==> config.mk <==
export PLATFORM = sky130hd
export DESIGN_NAME = pipel_stream
export DESIGN_NICKNAME = d
export VERILOG_FILES = /design/src/rtl/pipel_pkg.sv /design/src/rtl/pipel_stage.sv /design/src/rtl/pipel_stream.sv
export SDC_FILE = /design/constraint.sdc
export NUM_CORES = 2
export LEC_CHECK = 0
export BUFFER_PORTS_ARGS = -buffer_cell sky130_fd_sc_hd__buf_2
export CAP_MARGIN = 20
export CORE_UTILIZATION = 30
export DETAILED_ROUTE_END_ITERATION = 7
export PLACE_DENSITY = 0.54
export SYNTH_ARGS = -nofsm -noshare
export SYNTH_HDL_FRONTEND = slang
export SYNTH_SLANG_ARGS = --single-unit
==> constraint.sdc <==
create_clock -name clk -period 20 [get_ports clk]
set_clock_uncertainty 0.15 [all_clocks]
set_input_delay 2 -clock clk [delete_from_list [all_inputs] [get_ports clk]]
set_output_delay 2 -clock clk [all_outputs]
set_load 0.03 [all_outputs]
==> src/rtl/pipel_pkg.sv <==
// Shared types and helpers for the flow-controlled pipelined arithmetic stream.
package pipel_pkg;

    // Operand-stage function select, sampled together with the operands.
    typedef enum logic [1:0] {
        MODE_ADD   = 2'b00,
        MODE_SUB   = 2'b01,
        MODE_SUM2  = 2'b10,
        MODE_PASSC = 2'b11
    } mode_t;

    // Width of the occupancy counter: must hold 0 .. DEPTH+2.
    function automatic int OCC_W(input int depth);
        return $clog2(depth + 3);
    endfunction

endpackage

==> src/rtl/pipel_stage.sv <==
// One enable-gated pipeline register carrying a valid bit, a data word and a tag.
module pipel_stage #(
    parameter int DATA_W = 40,
    parameter int TAG_W  = 4
) (
    input  logic              clk,
    input  logic              rst,
    input  logic              en,
    input  logic              in_valid,
    input  logic [DATA_W-1:0] in_data,
    input  logic [TAG_W-1:0]  in_tag,
    output logic              out_valid,
    output logic [DATA_W-1:0] out_data,
    output logic [TAG_W-1:0]  out_tag
);

    logic              valid_r;
    logic [DATA_W-1:0] data_r;
    logic [TAG_W-1:0]  tag_r;

    // Shift the upstream contents in when the pipeline advances, otherwise hold.
    always_ff @(posedge clk or posedge rst) begin
        if (rst) begin
            valid_r <= 1'b0;
            data_r  <= '0;
            tag_r   <= '0;
        end else if (en) begin
            valid_r <= in_valid;
            data_r  <= in_data;
            tag_r   <= in_tag;
        end
    end

    assign out_valid = valid_r;
    assign out_data  = data_r;
    assign out_tag   = tag_r;

endmodule

==> src/rtl/pipel_stream.sv <==
// Flow-controlled pipelined arithmetic block: op stage, DEPTH delay stages and a
// registered full-width multiply, all advancing together under a global stall.
module pipel_stream
    import pipel_pkg::*;
#(
    parameter int N     = 20,
    parameter int DEPTH = 2,
    parameter int TAG_W = 4
) (
    input  logic                     clk,
    input  logic                     rst,
    input  logic                     in_valid,
    output logic                     in_ready,
    input  logic [1:0]               mode,
    input  logic [N-1:0]             a,
    input  logic [N-1:0]             b,
    input  logic [N-1:0]             c,
    input  logic [N-1:0]             d,
    input  logic [TAG_W-1:0]         in_tag,
    output logic                     out_valid,
    input  logic                     out_ready,
    output logic [2*N-1:0]           f,
    output logic [TAG_W-1:0]         out_tag,
    output logic [OCC_W(DEPTH)-1:0]  occupancy
);

    localparam int OW = OCC_W(DEPTH);
    // Interior stages carry {s, d} packed into one word.
    localparam int DW = 2 * N;

    logic              adv_s;
    logic              accept_s;
    logic              xfer_s;
    logic [N-1:0]      sum_s;
    logic [N-1:0]      diff_s;
    logic [N-1:0]      s_next_s;
    logic [2*N-1:0]    ext_s_s;
    logic [2*N-1:0]    ext_d_s;
    logic [2*N-1:0]    prod_s;

    logic              op_valid_r;
    logic [DW-1:0]     op_data_r;
    logic [TAG_W-1:0]  op_tag_r;

    logic              out_valid_r;
    logic [2*N-1:0]    f_r;
    logic [TAG_W-1:0]  out_tag_r;
    logic [OW-1:0]     occ_r;

    // Index 0 is the op stage; index DEPTH feeds the multiply stage.
    logic [DEPTH:0]    chain_valid_s;
    logic [DW-1:0]     chain_data_s [0:DEPTH];
    logic [TAG_W-1:0]  chain_tag_s  [0:DEPTH];

    // Single global stall: nothing moves while the output holds an unconsumed result.
    assign adv_s    = !out_valid_r || out_ready;
    assign accept_s = in_valid && adv_s;
    assign xfer_s   = out_valid_r && out_ready;
    assign in_ready = adv_s;

    // Mode-selected op-stage function, all arithmetic modulo 2^N.
    always_comb begin
        sum_s    = a + b;
        diff_s   = a - b;
        s_next_s = '0;
        case (mode_t'(mode))
            MODE_ADD:   s_next_s = sum_s;
            MODE_SUB:   s_next_s = diff_s;
            MODE_SUM2:  s_next_s = sum_s + diff_s;
            MODE_PASSC: s_next_s = c;
            default:    s_next_s = '0;
        endcase
    end

    // Op stage: capture s, d and the tag of an accepted operand set.
    always_ff @(posedge clk or posedge rst) begin
        if (rst) begin
            op_valid_r <= 1'b0;
            op_data_r  <= '0;
            op_tag_r   <= '0;
        end else if (adv_s) begin
            op_valid_r <= accept_s;
            op_data_r  <= {s_next_s, d};
            op_tag_r   <= in_tag;
        end
    end

    assign chain_valid_s[0] = op_valid_r;
    assign chain_data_s[0]  = op_data_r;
    assign chain_tag_s[0]   = op_tag_r;

    genvar g;
    generate
        for (g = 0; g < DEPTH; g++) begin : g_delay
            pipel_stage #(
                .DATA_W (DW),
                .TAG_W  (TAG_W)
            ) u_stage (
                .clk       (clk),
                .rst       (rst),
                .en        (adv_s),
                .in_valid  (chain_valid_s[g]),
                .in_data   (chain_data_s[g]),
                .in_tag    (chain_tag_s[g]),
                .out_valid (chain_valid_s[g+1]),
                .out_data  (chain_data_s[g+1]),
                .out_tag   (chain_tag_s[g+1])
            );
        end
    endgenerate

    // Zero-extend both factors so the product keeps all 2N bits.
    assign ext_s_s = {{N{1'b0}}, chain_data_s[DEPTH][DW-1:N]};
    assign ext_d_s = {{N{1'b0}}, chain_data_s[DEPTH][N-1:0]};
    assign prod_s  = ext_s_s * ext_d_s;

    // Multiply stage: register the full product and the tag of the last delay stage.
    always_ff @(posedge clk or posedge rst) begin
        if (rst) begin
            out_valid_r <= 1'b0;
            f_r         <= '0;
            out_tag_r   <= '0;
        end else if (adv_s) begin
            out_valid_r <= chain_valid_s[DEPTH];
            f_r         <= prod_s;
            out_tag_r   <= chain_tag_s[DEPTH];
        end
    end

    // Occupancy tracks items inside the pipe: +1 per accept, -1 per output transfer.
    always_ff @(posedge clk or posedge rst) begin
        if (rst) begin
            occ_r <= '0;
        end else begin
            occ_r <= occ_r + {{(OW-1){1'b0}}, accept_s} - {{(OW-1){1'b0}}, xfer_s};
        end
    end

    assign out_valid = out_valid_r;
    assign f         = f_r;
    assign out_tag   = out_tag_r;
    assign occupancy = occ_r;

endmodule

==> report_table.html <==
<table>
<tr><th>Metric</th><th>Value</th></tr>
<tr><th colspan="2">Yosys</th></tr>
<tr><td>Post-synthesis average cell area</td><td>8.75 um^2</td></tr>
<tr><td>Share of the yosys chip area belonging to registers</td><td>0.195</td></tr>
<tr><td>Combined area of all synthesized cells</td><td>roughly 23000 um^2</td></tr>
<tr><td>Most used flip-flop cell after synthesis</td><td>dfrtp_1</td></tr>
<tr><td>Number of standard cells after synthesis</td><td>2677</td></tr>
<tr><td>Dominant cells by area after synthesis</td><td>fa_1 (28%), dfrtp_1 (20%), ha_1 (11%)</td></tr>
<tr><td>Synth unique cells</td><td>about 70</td></tr>
<tr><td>Most frequent cell after synthesis</td><td>nand2_1</td></tr>
<tr><td>Async S/R FF share, synth</td><td>1.00</td></tr>
<tr><td>Post-synthesis sequential element count</td><td>about 180</td></tr>
<tr><td>Count of synthesis-stage warnings from yosys</td><td>0</td></tr>
<tr><td>Share of the synthesized area in the top cell type</td><td>0.276</td></tr>
<tr><td>Ranking of synthesized cells by instance count</td><td>nand2_1 (607), inv_1 (406), fa_1 (323), and2_1 (231), ha_1 (209)</td></tr>
<tr><td>Syn Nets</td><td>around 3300</td></tr>
<tr><td>Most area-hungry cell type in the Yosys netlist</td><td>fa_1</td></tr>
<tr><td>Post-synth EDFFs</td><td>0</td></tr>
<tr><th colspan="2">Critical path</th></tr>
<tr><td>Crit path max fanout</td><td>21</td></tr>
<tr><td>Capturing element type of the critical path</td><td>flip-flop</td></tr>
<tr><td>Worst EP required</td><td>roughly 20 ns</td></tr>
<tr><td>Startpoint kind of the worst setup timing path</td><td>flip-flop</td></tr>
<tr><td>Worst path arrival time</td><td>roughly 8.5 ns</td></tr>
<tr><td>CP Class</td><td>reg2reg</td></tr>
<tr><th colspan="2">Timing</th></tr>
<tr><td>Setup repair after global routing missed its margin</td><td>false</td></tr>
<tr><td>Setup-violating endpoint count in the final report</td><td>0</td></tr>
<tr><td>Final critical path time including I/O delays and setup</td><td>8.30 ns</td></tr>
<tr><td>Actual transition at the worst max-transition pin</td><td>1.19 ns</td></tr>
<tr><td>Maximum clock frequency</td><td>approximately 0.12 GHz</td></tr>
<tr><td>Sum of negative setup slack</td><td>0 ns</td></tr>
<tr><td>Max-slew violations</td><td>0</td></tr>
<tr><td>Worst rel slew slack</td><td>0.201</td></tr>
<tr><td>Final-report hold violation count</td><td>0</td></tr>
<tr><td>Period utilization</td><td>0.415</td></tr>
<tr><th colspan="2">Floorplan</th></tr>
<tr><td>Row cnt</td><td>~100</td></tr>
<tr><td>Number of primary I/O pins</td><td>between 100 and 150</td></tr>
<tr><td>Area inside the core boundary</td><td>77300 um^2</td></tr>
<tr><td>Starting Density</td><td>0.303</td></tr>
<tr><td>Die boundary height</td><td>about 280 um</td></tr>
<tr><td>Die Footprint</td><td>about 79000 um^2</td></tr>
<tr><td>Die X-Extent</td><td>around 280 um</td></tr>
<tr><th colspan="2">CTS</th></tr>
<tr><td>TritonCTS Buffers</td><td>17</td></tr>
<tr><td>Post_cts resized</td><td>0</td></tr>
<tr><td>Number of sinks on the clock net</td><td>~180</td></tr>
<tr><td>Buffers from clock root to sink, at most</td><td>2</td></tr>
<tr><td>CTS tree</td><td>done</td></tr>
<tr><td>Number of hold-repair buffers added at the cts stage</td><td>0</td></tr>
<tr><td>Setup bufs post-CTS</td><td>0</td></tr>
<tr><td>Buffer cell driving the clock tree root</td><td>clkbuf_16</td></tr>
<tr><td>Worst-skew pair later-pin latency</td><td>between 0.4 and 0.5 ns</td></tr>
<tr><td>Clock transition time at the flip-flop clock pins of the worst setup and hold paths</td><td>~0.1 ns</td></tr>
<tr><td>Deepest level of the CTS H-tree</td><td>4</td></tr>
<tr><th colspan="2">Drt</th></tr>
<tr><td>Pre-Repair DR Iteration Count</td><td>5</td></tr>
<tr><td>Routed wire length</td><td>a little under 60000 um</td></tr>
<tr><td>DRC Markers</td><td>0</td></tr>
<tr><td>Total via count in the routed design</td><td>around 17000</td></tr>
<tr><td>Initial drt markers</td><td>~800</td></tr>
<tr><td>Post-route ant nets</td><td>0</td></tr>
<tr><td>Wire length per cell</td><td>approximately 15 um</td></tr>
<tr><td>Vias per cell</td><td>~4.6</td></tr>
<tr><th colspan="2">Run status</th></tr>
<tr><td>Status</td><td>complete, no violations</td></tr>
<tr><th colspan="2">Global routing</th></tr>
<tr><td>Global-route wire length before repair</td><td>96800 um</td></tr>
<tr><td>Overflow left after global routing</td><td>0</td></tr>
<tr><td>Total global routing track utilization</td><td>0.154</td></tr>
<tr><td>Antenna violations before repair</td><td>0</td></tr>
<tr><td>Pin count of the biggest net entering global routing</td><td>180</td></tr>
<tr><td>Via count of the first global-routing pass</td><td>between 15000 and 20000</td></tr>
<tr><th colspan="2">Finish</th></tr>
<tr><td>Layout cells sized above 1</td><td>0.0833</td></tr>
<tr><td>Utilization of the core after routing</td><td>0.331</td></tr>
<tr><td>Antenna cell count</td><td>0</td></tr>
<tr><td>Area growth syn-to-layout</td><td>9.40%</td></tr>
<tr><td>Final net count</td><td>3333</td></tr>
<tr><td>Number of standard cells in the final layout excluding fillers</td><td>~3800</td></tr>
<tr><th colspan="2">Placed design</th></tr>
<tr><td>Number of input and output port buffers inserted</td><td>between 100 and 150</td></tr>
<tr><td>Number of placed cells counting well taps</td><td>approximately 3700</td></tr>
<tr><td>Hpwl dp</td><td>roughly 46000 um</td></tr>
<tr><td>Final weighted congestion of routability-driven global placement</td><td>around 0.86</td></tr>
<tr><th colspan="2">Job</th></tr>
<tr><td>Max-Cap Viols</td><td>0</td></tr>
<tr><th colspan="2">Worst hold path</th></tr>
<tr><td>Min-Delay Path Class</td><td>reg2reg</td></tr>
</table>
-- logic make-up after synthesis --
| kind of cell | share of synthesized area |
|---|---|
| and+or+nand+nor | 0.199 |
| buffers and inverters | 0.0888 |
| adders and majority gates | 0.388 |
| xor gates and xnor gates | 0.0336 |
| muxes | 0.0159 |
| DFF | 0.195 |
| AOI/OAI and AO/OA | 0.0799 |
-- path summary, 6_finish.rpt --
kind | start | end | slack, ns | cells after the start
setup reg to reg | g_delay[1].u_stage.out_data[26] | f[37] | 11.70 | 24
max in group asynchronous | rst | f[33] | 16.68 | 3
hold / removal | f[16] | f[16] | 0.31 | 2
hold reg to reg | f[16] | f[16] | 0.31 | 2
setup / recovery | g_delay[1].u_stage.out_data[26] | f[37] | 11.70 | 24
min in group asynchronous | rst | occupancy[2] | 1.50 | 2
-- cells in the final DEF, fill, tap and decap left out, drive strengths merged, types with 3 or more instances in the layout --
| master | n |
|---|---|
| or2 | 8 |
| a211oi | 4 |
| nor2 | 78 |
| a2111o | 3 |
| and2 | 231 |
| a21o | 38 |
| nor3 | 20 |
| o31ai | 11 |
| o31a | 3 |
| nor3b | 4 |
| o21a | 10 |
| buf | 156 |
| o211ai | 8 |
| nand2 | 607 |
| a41oi | 3 |
| a221o | 3 |
| dfrtp | 183 |
| nor2b | 15 |
| a2111oi | 7 |
| or3 | 4 |
| xor2 | 28 |
| inv | 415 |
| nand2b | 12 |
| clkbuf | 19 |
| o21bai | 10 |
| ha | 209 |
| nand3 | 15 |
| fa | 323 |
| o21ai | 51 |
| a31oi | 15 |
| and3 | 10 |
| clkinv | 3 |
| mux2i | 12 |
| nand4 | 6 |
| a21oi | 94 |
| xnor2 | 62 |
| nor4 | 3 |
| o221ai | 4 |
| mux4 | 10 |
-- registers in the layout (all words and copies together), names as in the netlist --
name,cells
op_tag_r,4
op_valid_r,1
op_data_r,40
occupancy,3
out_tag,4
g_delay.u_stage.out_tag,8
f,40
g_delay.u_stage.out_data,80
g_delay.u_stage.out_valid,2
out_valid,1
-- final cells by class --
class,count,area (um^2)
Clock buffer,19,443
Clock inverter,13,151
Fill cell,8258,51700
Inverter,407,1540
Multi-Input combinational cell,1946,16800
Sequential cell,183,4580
Tap cell,1040,1300
Timing Repair Buffer,156,838
-- through the flow --
| step | hold slack [ns] | area (um^2) | setup slack (ns) |
|---|---|---|---|
| final | 0.312 | 25600 | 11.70 |
| after global routing | 0.339 | 25600 | 11.13 |
| after CTS | 0.318 | 25600 | 11.55 |
| after detailed placement | 0.302 | 25000 | 11.54 |
| after global placement | 0.295 | 25000 | 11.61 |
| after floorplan | 0.280 | 23400 | 12.88 |
-- metal layers --
layer	up-vias	GRT usage	wire [um]
li1	8339	-	-
met1	8470	0.201	26200
met2	267	0.267	28500
met3	67	0.0202	1890
met4	0	0.0436	1250
met5	-	0	0
-- worst max-delay path, stage by stage, from the launching register on --
cell and delay, ns:
dfrtp_1 0.90, nand2_1 0.17, fa_1 0.57, inv_1 0.06, fa_1 0.51, inv_1 0.06
fa_1 0.54, inv_1 0.05, fa_1 0.39, fa_1 0.49, fa_1 0.49, inv_1 0.05
fa_1 0.47, inv_1 0.04, ha_1 0.21, a21oi_1 0.16, o21ai_0 0.41, a211oi_1 0.49
nand3_1 0.12, a21oi_1 0.63, o211a_1 0.33, nor3_1 0.08, a2111oi_2 0.41, nor4b_1 0.09
a211o_1 0.25
Power is not shown: default switching activity piles up to over one toggle a cycle in this logic, so the estimate is an artifact.
